[src/rtl/ifns_decode_arbiter.sv]
// rtl/ifns_decode_arbiter.sv - round-robin sharing of one IFNS 26->18 decoder among NUM_CH channels
// Output register holds decoded word plus source channel; saturating output-stall counter.

module decoderIFNS_18di_core (
    input  logic [25:0] code,
    output logic [17:0] data
);
    // Fibonacci-weighted sum (weights 1,1,2,3,5,...), taken modulo 2**18
    logic [17:0] wa;
    logic [17:0] wb;
    logic [17:0] wt;

    always_comb begin
        data = '0;
        wa   = 18'd1;
        wb   = 18'd1;
        wt   = '0;
        for (int i = 0; i < 26; i++) begin
            if (code[i]) data = data + wa;
            wt = wa + wb;
            wa = wb;
            wb = wt;
        end
    end
endmodule

module ifns_decode_arbiter #(
    parameter int NUM_CH  = 4,
    parameter int ID_W    = 2,
    parameter int STALL_W = 16
) (
    input  logic                 clock,
    input  logic                 rst_n,
    input  logic [NUM_CH-1:0]    ch_en,
    input  logic [NUM_CH-1:0]    in_valid,
    input  logic [NUM_CH*26-1:0] in_code,
    output logic [NUM_CH-1:0]    in_ready,
    output logic                 out_valid,
    input  logic                 out_ready,
    output logic [17:0]          out_data,
    output logic [ID_W-1:0]      out_ch,
    output logic [STALL_W-1:0]   stall_cnt,
    input  logic                 stall_clr
);
    logic [NUM_CH-1:0] req;
    logic [NUM_CH-1:0] grant;
    logic [ID_W-1:0]   ptr;
    logic [ID_W-1:0]   gidx;
    logic [ID_W-1:0]   cur;
    logic [ID_W:0]     scan;
    logic              found;
    logic              can_load;
    logic [25:0]       sel_code;
    logic [17:0]       dec_data;

    assign req      = in_valid & ch_en;
    assign can_load = ~out_valid | out_ready;

    // First requester at or after ptr, wrapping NUM_CH-1 -> 0
    always_comb begin
        grant = '0;
        found = 1'b0;
        gidx  = '0;
        scan  = '0;
        cur   = '0;
        for (int k = 0; k < NUM_CH; k++) begin
            scan = {1'b0, ptr} + (ID_W+1)'(k);
            if (scan >= (ID_W+1)'(NUM_CH)) scan = scan - (ID_W+1)'(NUM_CH);
            cur = scan[ID_W-1:0];
            if (!found && req[cur]) begin
                found      = 1'b1;
                gidx       = cur;
                grant[cur] = 1'b1;
            end
        end
    end

    always_comb begin
        sel_code = '0;
        for (int c = 0; c < NUM_CH; c++) begin
            if (grant[c]) sel_code = in_code[26*c +: 26];
        end
    end

    assign in_ready = (rst_n && can_load) ? grant : '0;

    decoderIFNS_18di_core u_core (
        .code (sel_code),
        .data (dec_data)
    );

    always_ff @(posedge clock or negedge rst_n) begin
        if (!rst_n) begin
            out_valid <= 1'b0;
            out_data  <= '0;
            out_ch    <= '0;
            ptr       <= '0;
            stall_cnt <= '0;
        end else begin
            if (can_load) begin
                if (found) begin
                    out_valid <= 1'b1;
                    out_data  <= dec_data;
                    out_ch    <= gidx;
                    ptr       <= (gidx == ID_W'(NUM_CH-1)) ? '0 : gidx + 1'b1;
                end else begin
                    out_valid <= 1'b0;
                end
            end
            if (stall_clr)
                stall_cnt <= '0;
            else if (out_valid && !out_ready && stall_cnt != '1)
                stall_cnt <= stall_cnt + 1'b1;
        end
    end
endmodule

[config.mk]
export PLATFORM = sky130hd
export DESIGN_NAME = ifns_decode_arbiter
export DESIGN_NICKNAME = d
export VERILOG_FILES = /design/src/rtl/ifns_decode_arbiter.sv
export SDC_FILE = /design/constraint.sdc
export NUM_CORES = 1
export LEC_CHECK = 0
export ABC_AREA = 1
export BUFFER_PORTS_ARGS = -buffer_cell sky130_fd_sc_hd__clkbuf_2
export CORE_ASPECT_RATIO = 0.5
export CORE_MARGIN = 5
export CORE_UTILIZATION = 40
export CTS_BUF_LIST = sky130_fd_sc_hd__clkbuf_16
export CTS_CLUSTER_DIAMETER = 150
export DETAILED_ROUTE_END_ITERATION = 7
export PLACE_DENSITY_LB_ADDON = 0.12
export SLEW_MARGIN = 30
export SYNTH_ARGS = -nofsm -noshare
export SYNTH_HDL_FRONTEND = slang
export SYNTH_SLANG_ARGS = --single-unit
export TNS_END_PERCENT = 5
[constraint.sdc]
create_clock -name clock -period 14.8 [get_ports clock]
set_input_delay 2.96 -clock clock [delete_from_list [all_inputs] [get_ports clock]]
set_output_delay 2.96 -clock clock [all_outputs]
set_load 0.005 [all_outputs]
; Yosys cells after proc, flatten, opt, wreduce, memory -nomap -nowiden
; Cells that the tools add are included.
[op_classes]
add_sub_neg = 34
magnitude_cmp = 12
n_eq_ne = 2
mux = 67
bitwise = 6
n_reduce_logical = 16
[ops]
columns = cell, count
row1 = $mux 18, 25
row2 = $mux 26, 4
row3 = $add 18x10->18 const B, 2
row4 = $add 18x13->18 const B, 2
row5 = $add 18x15->18 const B, 2
row6 = $add 18x17->18 const B, 2
row7 = $add 18x2->18 const B, 2
row8 = $add 18x4->18 const B, 2
row9 = $add 18x6->18 const B, 2
row10 = $add 18x8->18 const B, 2
row11 = $mux 16, 2
row12 = $mux 4, 5
row13 = $add 18x11->18 const B, 1
row14 = $add 18x12->18 const B, 1
row15 = $add 18x14->18 const B, 1
row16 = $add 18x16->18 const B, 1
row17 = $add 18x3->18 const B, 1
row18 = $add 18x5->18 const B, 1
row19 = $add 18x7->18 const B, 1
row20 = $add 18x9->18 const B, 1
row21 = $mux 2, 9
row22 = $add 16x1->16 const B, 1
row23 = $ne 16x16->1 const B, 1
row24 = $mux 1, 14
row25 = 20 further kinds, 52
[totals]
reg_bits = 39
elab_cells = 142

; Depth between registers and ports, before layout
; Gate-level depths: netlist of run 1.
[logic_depth]
depth_word = 69
mapped_depth = 111
ltp_nobuf = 107

; By module
; A second synthesis of run 1 with hierarchy kept.
[unflattened]
cells_unflattened = 1999
area_unflattened_um2 = 10626.4
[modules_own_cells]
columns = module, instances, cells_each, area_per_inst_um2
row1 = decoderIFNS_18di_core, 1, 1458, 7181.9
row2 = ifns_decode_arbiter, 1, 541, 3444.6

; Worst setup path after synthesis of run 1
; No wires, ideal clock.
[synth_path]
path_kind = in2reg
from = input port in_valid[1]
to = register out_data[17]
arrival_ns = 15.309
t_required_ns = 14.683
slack_ns = -0.626
cell_stages = 89
n_path_buf = 4
path_cell_list = nand2_1 nand2_1 nand3_1 nand2_1 inv_1 nand4_1 nand2_2 buf_6 buf_4 clkbuf_1 buf_1 o21ai_0 ha_1 ha_1 inv_1 ha_1 inv_1 nand2_1 [53 not listed] o21ai_0 nor2_1 nand2_1 nand2_1 xnor2_1 inv_1 nor2_1 nand2_1 nand2_1 nand2_1 nand3_1 nand3_1 nand3_1 nor2_1 nand2_1 nand3_1 nand3_1 nand2_1
[synth_between]
elab_chain_len = 68
[synth_lines]
columns = element, line_no
row1 = start: declaration, 35  ; input logic [NUM_CH-1:0] in_valid,
row2 = $and 4x4->4 (*), 56  ; assign req = in_valid & ch_en;
row3 = $bmux 1 s2, 70  ; if (!found && req[cur]) begin
row4 = $mux 1 (not written as such), 70
row5 = $mux 1, 70
row6 = $logic_not 1->1, 70
row7 = $logic_and 1x1->1, 70
row8 = $mux 1, 70
row9 = $logic_not 1->1, 70
row10 = [52 not listed], -
row11 = $add 18x15->18, 19  ; if (code[i]) data = data + wa;
row12 = $mux 18, 19
row13 = $add 18x16->18, 19
row14 = $mux 18, 19
row15 = $add 18x17->18, 19
row16 = $mux 18, 19
row17 = $add 18x17->18, 19
row18 = $mux 18, 19
row19 = end signal: assignment, 103  ; out_data <= dec_data;
row20 = end: declaration, 40  ; output logic [17:0] out_data,
; Mark *: on every way between the ends. The rest lies on a longest branch, timed or not. The select of a mux whose other input is x is not followed.
; A chain may end at the register's enable or synchronous reset.

; Worst setup path after layout of run 1
[layout_path]
from = input port ch_en[1]
to = register out_data[16]
[layout_between]
elab_chain_len = 68
[layout_lines]
columns = element, line_no
row1 = start: declaration, 34  ; input logic [NUM_CH-1:0] ch_en,
row2 = $and 4x4->4 (*), 56
row3 = $bmux 1 s2, 70
row4 = $mux 1 (not written as such), 70
row5 = $mux 1, 70
row6 = $logic_not 1->1, 70
row7 = $logic_and 1x1->1, 70
row8 = $mux 1, 70
row9 = $logic_not 1->1, 70
row10 = [52 not listed], -
row11 = $add 18x15->18, 19
row12 = $mux 18, 19
row13 = $add 18x16->18, 19
row14 = $mux 18, 19
row15 = $add 18x17->18, 19
row16 = $mux 18, 19
row17 = $add 18x17->18, 19
row18 = $mux 18, 19
; Marks and branches as above.

==> metrics.md, run 1 <==
| Metric | Value |
|---|---|
| Num CTS Buffers | 5 |
| Worst hold margin | 0.4746 ns |
| Drt wl/cell | 11.13 um |
| Area delta synth->final | 38.76% |
| Synthesized area | 9965 um2 |
| Die Ht | 121.6 um |
| CTS tree | yes |
| Post-Syn Instances | 1848 |
| Min setup slack post-route | 0.7432 ns |
| Number of H-tree levels | 2 |
| Most Frequent Cell on Critical Path | nand2_2 |
| CP Launch Type | input port |
| Post-synthesis cell type count | 59 |
| RSZ-0062 raised after global routing | yes |
| Sequential fraction of the synthesis area | 0.09794 |
| Max cap viols | 0 |
| Finish-stage setup viols | 0 |
| HPWL Detailed | 22.19 mm |
| Status | finished, final reports clean |
| Routed via count | 11980 |
| Clock Pin Slew Worst Setup and Hold Paths | 0.05 ns |
| Clock sink total | 39 |
| Vias in the first global route | 10820 |
| Slew of the pin with the lowest slew margin | 0.9243 ns |
| Slowest cell on crit path | ha_2 |
| Iteration-0 DRC Markers | 559 |
| Peak Freq | 71.14 MHz |
| Synth Net Count | 1998 |
| CORE AREA | 24270 um2 |
| ANT cells | 0 |
| First-pass GRT wire length | 46.24 mm |
| Initial cell density of the core | 0.4105 |
| Data required, critical path | 14.97 ns |
| # IOs | 157 |
| Max_slew headroom | 0.3796 |
| Register area | 975.9 um2 |
| Antenna Violating Nets Remaining | 0 |
| Pre-Repair DR Iteration Count | 5 |
| Layout cells sized above 1 | 0.3866 |
| Tmin final | 14.06 ns |
| RD Place Congestion | 0.8652 |
| Final #Nets | 2315 |
| Largest net degree at the start of global routing | 41 |
| Yosys reg bits | 39 |
| Initial antenna violation count | 0 |
| DRC viols | 0 |
| Hold Path Class | flip-flop to flip-flop |
| Die ar. | 28360 um2 |
| CP max FO | 5 |
| Fin. max-slew vios | 0 |
| Crit path DAT | 14.23 ns |
| Die width | 233.2 um |
| CTS root buffer | clkbuf_16 |
| Crit-path max cell delay | 0.32 ns |
| CP Class | input port to flip-flop |
| Buf/Inv on CP | 17 |
| Cell taking the most area after synthesis | nand2_1 |
| Placed cell count | 2454 |
| Final hold violation count | 0 |
| Avg Cell Area, Syn | 5.392 um2 |
| Worst path top cell family by delay | simple AND/OR/NAND/NOR gates |
| Fill cell count | 2472 |
| GRT Util Overall | 0.1834 |
| Final wirelength | 27.85 mm |
| Ys Warns | 0 |
| Multi-input gate area | 9076 um2 |
| Clock latency on the worst-skew pair | 0.28 ns |
| Number of buffers added on ports | 156 |
| Fin crit share | 0.9498 |
| Vias per inst | 4.790 |
| CP Capture Type | flip-flop |
| Clk_skew | 0.006497 ns |
| Worst slack at placement | -0.4102 ns |
| Cells taking the most area after synthesis | nand2_1 23%, nand3_1 12%, dfrtp_1 9.8% |
| Top-area cell type share of the netlist area | 0.2313 |
| Filler-free cell count of the finished design | 2501 |
| # rows | 40 |
| Clock buffer depth | 2 |
| Gr ovfl total | 0 |
-- metal layers --
metal | wire [um] | up-vias | global-route usage
li1 | - | 6597 | -
met1 | 13380 | 5249 | 0.2452
met2 | 13520 | 108 | 0.3364
met3 | 616 | 26 | 0.005589
met4 | 326 | 0 | 0.03170
met5 | 0 | - | 0
-- cell usage in the layout (no fill, tap or decap), types with 4 or more instances in the layout --
master	synthesis	routed
nand2_1	614	510
nand3_1	244	197
nand2_2	104	185
buf_4	1	182
inv_1	175	159
clkbuf_2	0	148
nor2_1	144	120
inv_2	52	66
nand3_2	24	63
a21oi_1	68	59
o21ai_0	61	52
nand4_1	49	49
dfrtp_1	39	39
nand2_4	13	36
nor2_2	14	32
ha_1	34	22
xor2_1	24	18
o21ai_1	18	16
clkinv_1	18	16
a22oi_1	13	13
nor3_1	15	13
o21ai_2	7	12
xnor2_1	16	12
nand3_4	2	10
nor2_4	4	10
a21oi_2	1	9
xor2_2	5	9
ha_4	0	9
buf_6	2	8
inv_4	3	7
xnor2_2	5	7
o21ai_4	0	6
or2_1	5	5
or2_4	1	5
nand3b_1	5	5
clkbuf_16	0	5
o211ai_1	4	4
-- worst register-to-register path, delay by kind of cell, from the launching register on --
family | cells | cell delay, ns
AOI/OAI and AO/OA | 12 | 1.33
xor gates and xnor gates | 2 | 0.38
adders and majority gates | 14 | 3.56
buffers and inverters | 18 | 1.39
DFF | 1 | 0.77
and+or+nand+nor | 48 | 5.25
-- metrics by stage --
| step | setup TNS (ns) | instance area [um2] | utilization |
|---|---|---|---|
| after detailed placement | -2.003 | 12120 | 0.4993 |
| after CTS | 0 | 12400 | 0.5107 |
| after global routing | -0.6690 | 13830 | 0.5696 |
| final | 0 | 13830 | 0.5696 |
| after global placement | -0.6957 | 12120 | 0.4993 |
| after floorplan | 0 | 10000 | - |
-- sequential cells by signal, indices dropped and copies added, names as in the netlist, named ones only --
name,flops
ptr,1
out_data,18
out_valid,1
stall_cnt,16
out_ch,2
-- cell families after synthesis --
group,share of synthesized area
AO/OA/AOI/OAI,0.1100
XOR/XNOR,0.05148
adder cells (fa/ha/maj),0.04269
buffers and inverters,0.1113
flip-flops,0.09794
AND/OR/NAND/NOR,0.5866
-- final timing paths --
kind | depth (start not counted) | to | start | slack [ns]
max in group asynchronous | 2 | out_data[15] | rst_n | 11.73
worst min-delay path | 2 | out_data[15] | out_data[15] | 0.47
worst max register to register | 94 | out_data[16] | flip-flop | 2.00
worst min register to register | 2 | out_data[15] | out_data[15] | 0.47
worst max-delay path | 93 | out_data[16] | ch_en[1] | 0.74
min in group asynchronous | 2 | stall_cnt[2] | rst_n | 2.73
-- cell usage after synthesis, drive strengths merged --
cell	count
o21bai	1
o31ai	1
a21o	2
a211oi	2
clkbuf	13
inv	230
a22oi	15
nor4	3
o211ai	4
a221oi	1
o21a	3
o221ai	1
nand3	270
or2	11
nor3	17
o22ai	1
dfrtp	39
and2	2
a21oi	69
a21boi	4
clkinv	18
o21ai	86
xnor2	21
nand4	50
xor2	29
nand2	731
ha	34
buf	19
nand3b	6
nor2	162
a31oi	2
and3	1
-- final cells by class --
| type | instances | area share |
|---|---|---|
| Clock buffer | 5 | 0.009049 |
| Clock inverter | 2 | 0.0009954 |
| Inverter | 248 | 0.06859 |
| Multi-Input combinational cell | 1529 | 0.6564 |
| Sequential cell | 39 | 0.07058 |
| Tap cell | 336 | 0.03040 |
| Timing Repair Buffer | 342 | 0.1640 |
-- what timing repair did --
action	CTS	global route
endpoints found under the setup margin	5	16
setup buffers	7	33
hold buffers	0	0
pin swaps	14	161
gates resized for setup	20	310
Power of run 1 is not shown: default switching activity piles up to over one toggle a cycle in this logic, so the estimate is an artifact.
==> run 2: changes to the inputs <==
--- a/config.mk
+++ b/config.mk
@@ -7,8 +7,8 @@
 export LEC_CHECK = 0
 export ABC_AREA = 1
 export BUFFER_PORTS_ARGS = -buffer_cell sky130_fd_sc_hd__clkbuf_2
-export CORE_ASPECT_RATIO = 0.5
-export CORE_MARGIN = 5
+export CORE_ASPECT_RATIO = 0.75
+export CORE_MARGIN = 2
 export CORE_UTILIZATION = 40
 export CTS_BUF_LIST = sky130_fd_sc_hd__clkbuf_16
 export CTS_CLUSTER_DIAMETER = 150
==> constraint.sdc (replaced) <==
create_clock -name clock -period 12.1 [get_ports clock]
set_input_delay 2.42 -clock clock [delete_from_list [all_inputs] [get_ports clock]]
set_output_delay 2.42 -clock clock [all_outputs]
set_load 0.005 [all_outputs]
==> metrics.md, run 2 (synthesis gave the netlist of run 1 again) <==
| Metric | Value |
|---|---|
| Clock latency on the worst-skew pair | 0.29 ns (was 0.28 ns) |
| Tmin final | 13.77 ns |
| DRC viols | 0 (unchanged) |
| Gr ovfl total | 0 (unchanged) |
| Slew of the pin with the lowest slew margin | 1.116 ns (was 0.9243 ns) |
| Final wirelength | 32.05 mm (was 27.85 mm) |
| Layout cells sized above 1 | 0.4153 (was 0.3866) |
| RSZ-0062 raised after global routing | yes (unchanged) |
| Register name with the most flops | out_data (unchanged) |
| Drt wl/cell | 12.28 um (was 11.13 um) |
| First-pass GRT wire length | 52.28 mm (was 46.24 mm) |
| Worst slack at placement | -1.964 ns (was -0.4102 ns) |
| Fin crit share | 1.138 |
| Fin. max-slew vios | 0 (unchanged) |
| # IOs | 157 (unchanged) |
| Clock buffer depth | 2 (unchanged) |
| ANT cells | 0 (unchanged) |
| Clock Pin Slew Worst Setup and Hold Paths | 0.06 ns (was 0.05 ns) |
| Data required, critical path | 12.28 ns (was 14.97 ns) |
| RD Place Congestion | 0.9223 (was 0.8652) |
| Vias in the first global route | 11320 (was 10820) |
| CP Launch Type | input port (unchanged) |
| Die ar. | 26200 um2 (was 28360 um2) |
| HPWL Detailed | 26.09 mm (was 22.19 mm) |
| Initial cell density of the core | 0.4115 (was 0.4105) |
| GRT Util Overall | 0.2353 (was 0.1834) |
| CP Capture Type | flip-flop (unchanged) |
| Final #Nets | 2427 (was 2315) |
| Placed cell count | 2560 (was 2454) |
| CTS tree | yes (unchanged) |
| Finish-stage setup viols | 17 (was 0) |
| Most frequent cells in the layout | 518 x nand2_1, 296 x buf_4, 206 x nand3_1 (was 510 x nand2_1, 197 x nand3_1, 185 x nand2_2) |
| Min setup slack post-route | -1.673 ns (was 0.7432 ns) |
| Largest net degree at the start of global routing | 41 (unchanged) |
| Number of H-tree levels | 2 (unchanged) |
| Post-Route Utilization | 0.6049 (was 0.5696) |
| Max_slew headroom | 0.2557 (was 0.3796) |
| Die Ht | 140.7 um (was 121.6 um) |
| Status | complete, but fails checks (was finished, final reports clean) |
| Initial antenna violation count | 2 (was 0) |
| Slowest cell on crit path | ha_1 (was ha_2) |
| Max reg flops | 18 (unchanged) |
| Clk_skew | 0.004391 ns (was 0.006497 ns) |
| Clock sink total | 39 (unchanged) |
| CP Class | input port to flip-flop (unchanged) |
| Number of buffers added on ports | 156 (unchanged) |
| Iteration-0 DRC Markers | 714 (was 559) |
| Antenna Violating Nets Remaining | 0 (unchanged) |
| Peak Freq | 72.61 MHz |
| CORE AREA | 24220 um2 (was 24270 um2) |
| Most Frequent Cell on Critical Path | nand2_2 (unchanged) |
| Max cap viols | 0 (unchanged) |
| Commonest non-fill, non-tap cell in the layout | nand2_1 (unchanged) |
| CP max FO | 5 (unchanged) |
| CTS root buffer | clkbuf_16 (unchanged) |
| Area delta synth->final | 47.01% (was 38.76%) |
| Crit path DAT | 13.95 ns (was 14.23 ns) |
| Vias per inst | 4.927 (was 4.790) |
| Worst hold margin | 0.4816 ns (was 0.4746 ns) |
| Die width | 186.3 um (was 233.2 um) |
| Final hold violation count | 0 (unchanged) |
| Pre-Repair DR Iteration Count | 5 (unchanged) |
| Routed via count | 12860 (was 11980) |
| Failing checks | setup timing |
| Filler-free cell count of the finished design | 2609 (was 2501) |
| # rows | 49 (was 40) |
| Hold Path Class | flip-flop to flip-flop (unchanged) |
| Num CTS Buffers | 5 (unchanged) |
| Crit-path max cell delay | 0.30 ns (was 0.32 ns) |
| Top Registers | out_data x18, stall_cnt x16, out_ch x2 (unchanged) |
run 2: changes by cell type in the layout (fill, tap and decap cells not counted), sizes merged:
| cell | before | now |
|---|---|---|
| buf | 194 | 304 |
| clkbuf | 153 | 155 |
| bufinv | 0 | 1 |
run 2: what timing repair did:
| item | 4_1_cts | 5_1_grt |
|---|---|---|
| resized for setup | 28 | 225 |
| setup endpoints to repair | 17 | 17 |
| hold buffers | 0 | 0 |
| hold endpoints to repair | 0 | 0 |
| pin swaps | 12 | 139 |
| setup buffers | 6 | 34 |
run 2: stage by stage:
step | setup TNS, ns | area, um2
5_1_grt | -29.50 | 14650
3_5_place_dp | -24.63 | 13230
3_3_place_gp | -21.08 | 13220
6_report | -18.12 | 14650
4_1_cts | -16.51 | 13550
2_1_floorplan | -15.00 | 10320
run 2: cell type report:
cell class | count | area, um2
clock buffer | 5 | 125.1
clock inverter | 3 | 43.79
fill | 2394 | 9568
inverter | 248 | 949.7
multi-input combinational | 1529 | 9081
sequential | 39 | 975.9
tap | 331 | 414.1
timing repair buffer | 454 | 3059
run 2: worst paths after layout:
kind	from	end	slack (ns)	depth (start not counted)
hold reg to reg	out_data[16]	out_data[16]	0.48	2
setup reg to reg	flip-flop	out_data[16]	-0.28	99
max in group asynchronous	rst_n	out_data[8]	9.54	2
min in group asynchronous	rst_n	stall_cnt[9]	2.18	2
hold / removal	out_data[16]	out_data[16]	0.48	2
setup / recovery	ch_en[1]	out_data[16]	-1.67	99
run 2: metal layers:
metal,global-route usage,share of wire
met5,0,0.00059
met4,0.03191,0.012
met3,0.02919,0.044
met2,0.3604,0.42
met1,0.3576,0.52
run 2: worst max-delay path: cells and delay by family:
kind	cells	cell delay [ns]
simple gates	60	6.38
buf+inv	16	1.05
fa+ha+maj	12	2.71
compound gates	11	1.32
Power of run 2 is left out for the same reason.
==> run 3: changes to the inputs <==
--- a/config.mk
+++ b/config.mk
@@ -9,7 +9,7 @@
 export BUFFER_PORTS_ARGS = -buffer_cell sky130_fd_sc_hd__clkbuf_2
 export CORE_ASPECT_RATIO = 0.75
 export CORE_MARGIN = 2
-export CORE_UTILIZATION = 40
+export CORE_UTILIZATION = 54
 export CTS_BUF_LIST = sky130_fd_sc_hd__clkbuf_16
 export CTS_CLUSTER_DIAMETER = 150
 export DETAILED_ROUTE_END_ITERATION = 7
==> metrics.md, run 3 (synthesis gave the netlist of run 1 again) <==
| Metric | Value |
|---|---|
| Max reg flops | 18 (unchanged) |
| CP Launch Type | input port (unchanged) |
| CP max FO | 4 (was 5) |
| Clk_skew | 0.006626 ns (was 0.004391 ns) |
| Min setup slack post-route | -1.719 ns (was -1.673 ns) |
| Drt wl/cell | 13.44 um (was 12.28 um) |
| Final hold violation count | 0 (unchanged) |
| Most Frequent Cell on Critical Path | nand2_2 (unchanged) |
| Crit path DAT | 13.99 ns (was 13.95 ns) |
| Clock Pin Slew Worst Setup and Hold Paths | 0.06 ns (about the same) |
| Gr ovfl total | 0 (unchanged) |
| HPWL Detailed | 25.74 mm (was 26.09 mm) |
| Commonest non-fill, non-tap cell in the layout | nand2_1 (unchanged) |
| Post-Route Utilization | 0.7772 (was 0.6049) |
| Max_slew headroom | 0.4325 (was 0.2557) |
| Final #Nets | 2389 (was 2427) |
| Initial cell density of the core | 0.5577 (was 0.4115) |
| First-pass GRT wire length | 53.36 mm (was 52.28 mm) |
| Crit-path max cell delay | 0.30 ns (about the same) |
| Largest net degree at the start of global routing | 41 (unchanged) |
| CP Class | input port to flip-flop (unchanged) |
| Peak Freq | 72.37 MHz (was 72.61 MHz) |
| Hold-critical path depth | 2 (unchanged) |
| Slowest cell on crit path | ha_1 (unchanged) |
| # IOs | 157 (unchanged) |
| GRT Util Overall | 0.3203 (was 0.2353) |
| Most frequent cells in the layout | 557 x nand2_1, 258 x buf_4, 219 x nand3_1 (was 518 x nand2_1, 296 x buf_4, 206 x nand3_1) |
| Failing checks | setup timing (unchanged) |
| Clock sink total | 39 (unchanged) |
| Num CTS Buffers | 5 (unchanged) |
| Die ar. | 19570 um2 (was 26200 um2) |
| Layout cells sized above 1 | 0.3746 (was 0.4153) |
| # rows | 42 (was 49) |
| Clock latency on the worst-skew pair | 0.29 ns (about the same) |
| CP Capture Type | flip-flop (unchanged) |
| Post-CTS Hold Fix Bufs | 0 (unchanged) |
| Die Ht | 121.6 um (was 140.7 um) |
| Worst hold endpoint | out_data[15] (was out_data[16]) |
| Antenna Violating Nets Remaining | 0 (unchanged) |
| Pre-Repair DR Iteration Count | 6 (was 5) |
| Fin crit share | 1.142 (was 1.138) |
| RSZ-0062 raised after global routing | yes (unchanged) |
| Clock buffer depth | 2 (unchanged) |
| Area delta synth->final | 39.35% (was 47.01%) |
| CORE AREA | 17870 um2 (was 24220 um2) |
| Worst reg-to-reg path cell count | 94 (was 99) |
| Routed via count | 13310 (was 12860) |
| Final wirelength | 33.38 mm (was 32.05 mm) |
| Data required, critical path | 12.27 ns (was 12.28 ns) |
| Vias per inst | 5.360 (was 4.927) |
| Fin. max-slew vios | 0 (unchanged) |
| Worst R2R Setup Slack | -0.34 ns (was -0.28 ns) |
| Max cap viols | 0 (unchanged) |
| Finish-stage setup viols | 17 (unchanged) |
| CTS root buffer | clkbuf_16 (unchanged) |
| Initial antenna violation count | 1 (was 2) |
| Fill cell count | 1404 (was 2394) |
| Iteration-0 DRC Markers | 1262 (was 714) |
| Slew of the pin with the lowest slew margin | 0.8456 ns (was 1.116 ns) |
| Number of buffers added on ports | 156 (unchanged) |
| Tmin final | 13.82 ns (was 13.77 ns) |
| Worst Hold Launch | out_data[15] (was out_data[16]) |
| Register name with the most flops | out_data (unchanged) |
| RD Place Congestion | 0.9519 (was 0.9223) |
| Status | complete, but fails checks (unchanged) |
| CTS tree | yes (unchanged) |
| Die width | 160.9 um (was 186.3 um) |
| Hold Path Class | flip-flop to flip-flop (unchanged) |
| Reg2reg end | out_data[16] (unchanged) |
| Number of H-tree levels | 2 (unchanged) |
| Top Registers | out_data x18, stall_cnt x16, out_ch x2 (unchanged) |
| Vias in the first global route | 11900 (was 11320) |
| DRC viols | 0 (unchanged) |
[run 3: worst max-delay path by stage]
stage                   end  slack, ns  cells after the start         from
5_1_grt        out_data[16]      -2.49                     97     ch_en[3]
3_5_place_dp   out_data[16]      -1.79                     91  in_valid[3]
4_1_cts        out_data[16]      -1.35                     91  in_valid[0]
3_3_place_gp   out_data[16]      -1.54                     92  in_valid[3]
2_1_floorplan  out_data[17]      -1.34                     97  in_valid[3]
6_report       out_data[16]      -1.72                     94  in_valid[1]
[run 3: what timing repair did]
action,4_1_cts,5_1_grt
pin swaps,36,70
endpoints found under the setup margin,17,17
setup buffers,13,15
gates resized for setup,55,94
[run 3: per-layer routing]
| layer | global-route usage | wire length [um] |
|---|---|---|
| met3 | 0.05209 | 2766 |
| met5 | 0 | 0 |
| met2 | 0.5097 | 14290 |
| met4 | 0.05692 | 634 |
| met1 | 0.4624 | 15690 |
[run 3: final cells by class]
cell class	count	area, um2	share of cell area
Clock buffer	5	125.1	0.009011
Inverter	248	943.4	0.06794
Tap cell	242	302.8	0.02181
Antenna cell	1	2.502	0.0001802
Sequential cell	39	975.9	0.07028
Timing Repair Buffer	416	2751	0.1981
Clock inverter	3	43.79	0.003154
Multi-Input combinational cell	1529	8741	0.6295
[run 3: per-stage QoR]
stage | hold WS, ns | instance area [um2] | instances | TNS [ns] | setup WS, ns
after floorplan | 0.4654 | 10320 | 1848 | -15.00 | -1.343
after global routing | 0.5097 | 13890 | 2483 | -30.83 | -2.490
after detailed placement | 0.4693 | 12910 | 2445 | -21.85 | -1.793
final | 0.4817 | 13890 | 2483 | -18.96 | -1.719
after CTS | 0.4848 | 13400 | 2466 | -14.49 | -1.351
after global placement | 0.4596 | 12910 | 2445 | -17.15 | -1.539
[run 3: critical path, delay by kind of cell]
family	cells	cell delay, ns
simple gates	48	5.26
fa+ha+maj	13	3.18
compound gates	13	1.57
buf+inv	19	1.45
xor+xnor	1	0.13
Power of run 3 is left out for the same reason.
